### config.mk
export PLATFORM = sky130hd
export DESIGN_NAME = banked_mem
export DESIGN_NICKNAME = d
export VERILOG_FILES = /design/src/rtl/banked_mem.sv
export SDC_FILE = /design/constraint.sdc
export NUM_CORES = 2
export LEC_CHECK = 0
export ABC_AREA = 0
export BUFFER_PORTS_ARGS = -buffer_cell sky130_fd_sc_hd__buf_2
export CAP_MARGIN = 30
export CORE_MARGIN = 1
export CORE_UTILIZATION = 63
export CTS_CLUSTER_DIAMETER = 200
export DETAILED_ROUTE_END_ITERATION = 7
export PLACE_DENSITY_LB_ADDON = 0.12
export SYNTH_ARGS = -nofsm -noshare
export SYNTH_HDL_FRONTEND = slang
export SYNTH_SLANG_ARGS = --single-unit
export TNS_END_PERCENT = 50
### constraint.sdc
create_clock -name clk -period 4.2 [get_ports clk]
set_clock_uncertainty 0.2 [all_clocks]
set_input_delay 0.42 -clock clk [delete_from_list [all_inputs] [get_ports clk]]
set_output_delay 0.42 -clock clk [all_outputs]
set_load 0.02 [all_outputs]
### src/rtl/banked_mem.sv
// banked_mem: BANKS-way banked single-port RAM behind a valid/ready port, with a clear engine.
// Define BANKED_MEM_PARITY_EN to add per-word even parity with inj_par / rsp_err ports.
`timescale 1ns/1ps
module banked_mem #(
    parameter int DW    = 8,
    parameter int AW    = 8,
    parameter int BANKS = 4
) (
    input  logic          clk,
    input  logic          rst_n,
    input  logic          req_valid,
    output logic          req_ready,
    input  logic          req_we,
    input  logic [AW-1:0] req_addr,
    input  logic [DW-1:0] req_data,
    output logic          rsp_valid,
    output logic [DW-1:0] rsp_data,
`ifdef BANKED_MEM_PARITY_EN
    input  logic          inj_par,
    output logic          rsp_err,
`endif
    input  logic          clr,
    output logic          busy
);
    // state    | meaning
    // ST_CLEAR | zeroing index r_clr_idx in every bank, port busy
    // ST_IDLE  | accepting requests, clr pulse starts a new clear

    localparam int BSW    = $clog2(BANKS);
    localparam int BAW    = AW - BSW;
    localparam int BDEPTH = 1 << BAW;
`ifdef BANKED_MEM_PARITY_EN
    localparam int WW = DW + 1;
`else
    localparam int WW = DW;
`endif

    typedef enum logic {ST_CLEAR, ST_IDLE} state_t;

    state_t          r_state;
    state_t          w_state_nxt;
    logic [BAW-1:0]  r_clr_idx;
    logic [BAW-1:0]  w_clr_idx_nxt;
    logic            w_clr_we;
    logic            w_accept;
    logic            w_wr;
    logic            w_rd;
    logic [BSW-1:0]  w_bank;
    logic [BAW-1:0]  w_idx;
    logic [WW-1:0]   w_wword;
    logic [WW-1:0]   w_rword;
    logic [WW-1:0]   w_bank_rd [BANKS];
    logic            r_rsp_valid;
    logic [DW-1:0]   r_rsp_data;

    assign w_accept = req_valid & req_ready;
    assign w_wr     = w_accept & req_we;
    assign w_rd     = w_accept & ~req_we;
    assign w_bank   = req_addr[AW-1:BAW];
    assign w_idx    = req_addr[BAW-1:0];

`ifdef BANKED_MEM_PARITY_EN
    assign w_wword = {(^req_data) ^ inj_par, req_data};
`else
    assign w_wword = req_data;
`endif

    always_comb begin
        w_state_nxt   = r_state;
        w_clr_idx_nxt = r_clr_idx;
        busy          = 1'b0;
        req_ready     = 1'b0;
        w_clr_we      = 1'b0;
        case (r_state)
            ST_CLEAR: begin
                busy          = 1'b1;
                w_clr_we      = 1'b1;
                w_clr_idx_nxt = r_clr_idx + 1'b1;
                if (&r_clr_idx) begin
                    w_state_nxt   = ST_IDLE;
                    w_clr_idx_nxt = '0;
                end
            end
            ST_IDLE: begin
                req_ready = 1'b1;
                if (clr) begin
                    w_state_nxt = ST_CLEAR;
                end
            end
            default: begin
                w_state_nxt   = ST_CLEAR;
                w_clr_idx_nxt = '0;
            end
        endcase
    end

    // Storage has no reset; only the clear engine zeroes it.
    for (genvar gb = 0; gb < BANKS; gb++) begin : g_bank
        logic [WW-1:0] r_bank_mem [BDEPTH];

        always_ff @(posedge clk) begin
            if (w_clr_we) begin
                r_bank_mem[r_clr_idx] <= '0;
            end else if (w_wr && (w_bank == BSW'(gb))) begin
                r_bank_mem[w_idx] <= w_wword;
            end
        end

        assign w_bank_rd[gb] = r_bank_mem[w_idx];
    end

    assign w_rword = w_bank_rd[w_bank];

`ifdef BANKED_MEM_PARITY_EN
    logic r_rsp_err;
`endif

    always_ff @(posedge clk or negedge rst_n) begin
        if (!rst_n) begin
            r_state     <= ST_CLEAR;
            r_clr_idx   <= '0;
            r_rsp_valid <= 1'b0;
            r_rsp_data  <= '0;
`ifdef BANKED_MEM_PARITY_EN
            r_rsp_err   <= 1'b0;
`endif
        end else begin
            r_state     <= w_state_nxt;
            r_clr_idx   <= w_clr_idx_nxt;
            r_rsp_valid <= w_rd;
            if (w_rd) begin
                r_rsp_data <= w_rword[DW-1:0];
            end
`ifdef BANKED_MEM_PARITY_EN
            r_rsp_err   <= w_rd & (^w_rword);
`endif
        end
    end

    assign rsp_valid = r_rsp_valid;
    assign rsp_data  = r_rsp_data;
`ifdef BANKED_MEM_PARITY_EN
    assign rsp_err   = r_rsp_err;
`endif

endmodule
==> key figures <==
Final layout
  • Commonest non-fill, non-tap cell in the layout: edfxtp_1
  • Net count, final: 4392
  • Fill cell count: 7350
  • Final Non-Filler Cells: 6186
  • Commonest cells after routing, fill and taps aside: edfxtp_1, mux4_2, buf_4
  • Area grow syn2layout: 14.0%
  • Post-route cell area: 91800 sq um
  • Fraction of layout cells with a size suffix above 1: 28.5%

Floorplan
  • Initial Util: 63.8%
  • Boundary Pins: 32
  • Core area: 126000 sq um
  • Chip width: 359 um
  • Die Y: 359 um
  • Site Rows: 130
  • Die ar.: 129000 sq um

Drt
  • Initial drt markers: 6493
  • Pre-antenna DRT Iters: 6
  • DRT antenna net count: 0
  • DR vias/cell: 6.99
  • Drt drc: 0
  • Vias post-DR: 43300
  • Routed wire length: 215000 um
  • Drt wl/cell: 34.8 um

Global routing
  • Antenna violations before repair: 9
  • GRT met1 Usage: 48.6%
  • Total GRT Usage: 33.8%
  • Vias in the first global route: 42500
  • Gr ovfl total: 0
  • Gr busiest metal: met2
  • First-pass GRT wire length: 306000 um
  • Met2 Use GR: 49.7%
  • Pin count of the biggest net entering global routing: 66
  • Met3 Use GR: 8.99%

Critical path
  • Worst setup EP type: flop
  • Crit Path Class: flop to flop
  • Critical path startpoint: r_state
  • Startpoint type of the worst setup path: flop
  • CP Max Fanout: 8
  • CP required: 4450 ps
  • CP arrival: 4020 ps
  • Crit Reg-Reg Startpoint: r_state

Pwr
  • Worst VDD drop: 0.000476 V
  • Pwr dens: 504 nW/um^2
  • Pleak: 31.9 nW

Placed design
  • Post-DP HPWL: 140000 um
  • Inst Count DP: 5808
  • Area of placed instances: 85400 sq um
  • GP Congestion: 0.953
  • Port Buf Inserts: 31

Run
  • MaxCap Viol Count: 0

Timing
  • Final Max Tran Viols: 0
  • Final Cycle Share: 89.6%
  • RSZ-0062 raised after global routing: no
  • Slew headroom: 29.4%
  • Crit path time final: 3760 ps
  • Worst Tran Pin Value: 1060 ps
  • Setup Viol. Count Final: 0
  • Fmax: 266 MHz
  • Final Hold Viols: 0

Logic synthesis
  • Mapped Area: 80500 sq um
  • Mean Syn Cell Area: 20.5 sq um
  • Synth Instances: 3922
  • Synth cell types: 57
  • Top FF cell, synth: edfxtp_1
  • Async set or reset register ratio after synthesis: 0.775%
  • Sequential area share after synthesis: 76.9%
  • Number of flops mapped to enable cells by yosys: 2048
  • Synth area leader: edfxtp_1
  • Top cell type's share of synthesized area: 76.4%
  • Top cells by area, synth: edfxtp_1, mux4_2, nor2_1
  • Synth warn: 0
  • Synth Net Count: 3944
  • Yosys reg bits: 2064

Hold path
  • Hold Path Origin: req_data[1]
  • Hold/Removal Path Class: input port to flop

Clock network
  • Num CTS Buffers: 198
  • Clk root buf: clkbuf_16
  • Clock Path Buffers: 3
  • Worst-Skew Late Latency: 850 ps
  • CTS tree: done
  • Post-cts resize count: 0
  • H-tree levels: 4
  • CTS clk-pin slew, worst paths: 60 ps
  • CTS sink cnt: 2064

Outcome
  • Status: completed
==> where the power goes <==
| part | internal (mW) | switching [mW] | leakage, nW | total (mW) |
|---|---|---|---|---|
| Clock | 9.73 | 7.52 | 3.04 | 17.2 |
| Combinational | 1.55 | 3.50 | 7.97 | 5.05 |
| Sequential | 23.5 | 0.449 | 20.8 | 24.0 |
| Total | 34.8 | 11.5 | 31.9 | 46.3 |
==> area by class of cell <==
type                       count  area (sq um)  area share (%)
antenna                        7          17.5          0.0191
tap                         1650          2060            2.25
timing repair buffer         465          4020            4.38
sequential                  2064         61900            67.4
clock buffer                 252          5290            5.76
inverter                       6          23.8          0.0259
clock inverter               107           917           0.999
multi-input combinational   1635         17600            19.1
==> kinds of logic after synthesis <==
| group | count (synthesis) | share of synthesized area (%) |
|---|---|---|
| AO/OA/AOI/OAI | 361 | 3.03 |
| XOR/XNOR | 2 | 0.0218 |
| buffers and inverters | 223 | 1.39 |
| AND/OR/NAND/NOR | 693 | 3.76 |
| flip-flops | 2064 | 76.9 |
| adder cells (fa/ha/maj) | 1 | 0.0155 |
| multiplexers | 578 | 14.9 |
==> metrics by stage <==
step / hold WS, ps / total power [mW] / util, % / setup TNS, ps / setup slack (ps)
after floorplan: -75.6 / 26.8 / - / 0 / 943
after global placement: 255 / 29.2 / 67.5 / -252 / -252
after detailed placement: 255 / 29.3 / 67.7 / 0 / 195
after CTS: 21.5 / 46.2 / 72.6 / 0 / 620
after global routing: 2.91 / 47.3 / 72.7 / 0 / 381
final: 27.7 / 46.3 / 72.7 / 0 / 438
==> Yosys cell counts, types with 8 or more instances <==
master,instances
mux2i_1,71
nor4_1,10
nand4_1,11
buf_6,13
a31oi_1,34
a211oi_1,9
and2_1,8
buf_4,37
a22oi_1,85
buf_2,36
o22ai_1,61
mux2_2,12
and3_1,40
clkbuf_1,111
nor2_1,320
nor2b_1,16
edfxtp_1,2048
a221oi_1,11
a21oi_1,49
buf_1,20
nand2b_1,16
nand2_1,178
dfrtp_1,16
mux4_2,495
nand3_1,40
o21ai_0,46
nor3_1,28
==> registers in the layout, indices dropped and copies added (netlist names) <==
| signal | flops |
|---|---|
| rsp_valid | 1 |
| r_clr_idx | 6 |
| g_bank.r_bank_mem | 2048 |
| rsp_data | 8 |
| r_state | 1 |
==> layer usage <==
layer	part of all wire, %	wire (um)
met1	37	79200
met2	45	97900
met3	13	27600
met4	4.9	10500
met5	0.013	29
==> final timing paths <==
check	to	slack, ps	cells past startpoint
min in group asynchronous	rsp_data[7]	390	4
worst max-delay path	g_bank[1].r_bank_mem[39][7]	440	6
worst min register to register	rsp_data[6]	470	1
max in group asynchronous	rsp_data[3]	3220	4
worst max register to register	g_bank[1].r_bank_mem[39][7]	440	6
worst min-delay path	g_bank[3].r_bank_mem[14][1]	30	2
==> critical path, cell delays in order, from the launching register on <==
cell and delay (ps):
dfrtp_1 380, nand3_1 560, nor2_1 580, a22oi_1 160
nor2_1 180, nand2_1 450, nor2_1 870
==> repair_timing <==
action                    CTS  global route
hold buffers                6             0
buffers inserted            0             0
hold endpoints to repair   27             0
No activity file was read; power rests on OpenSTA's default activity.
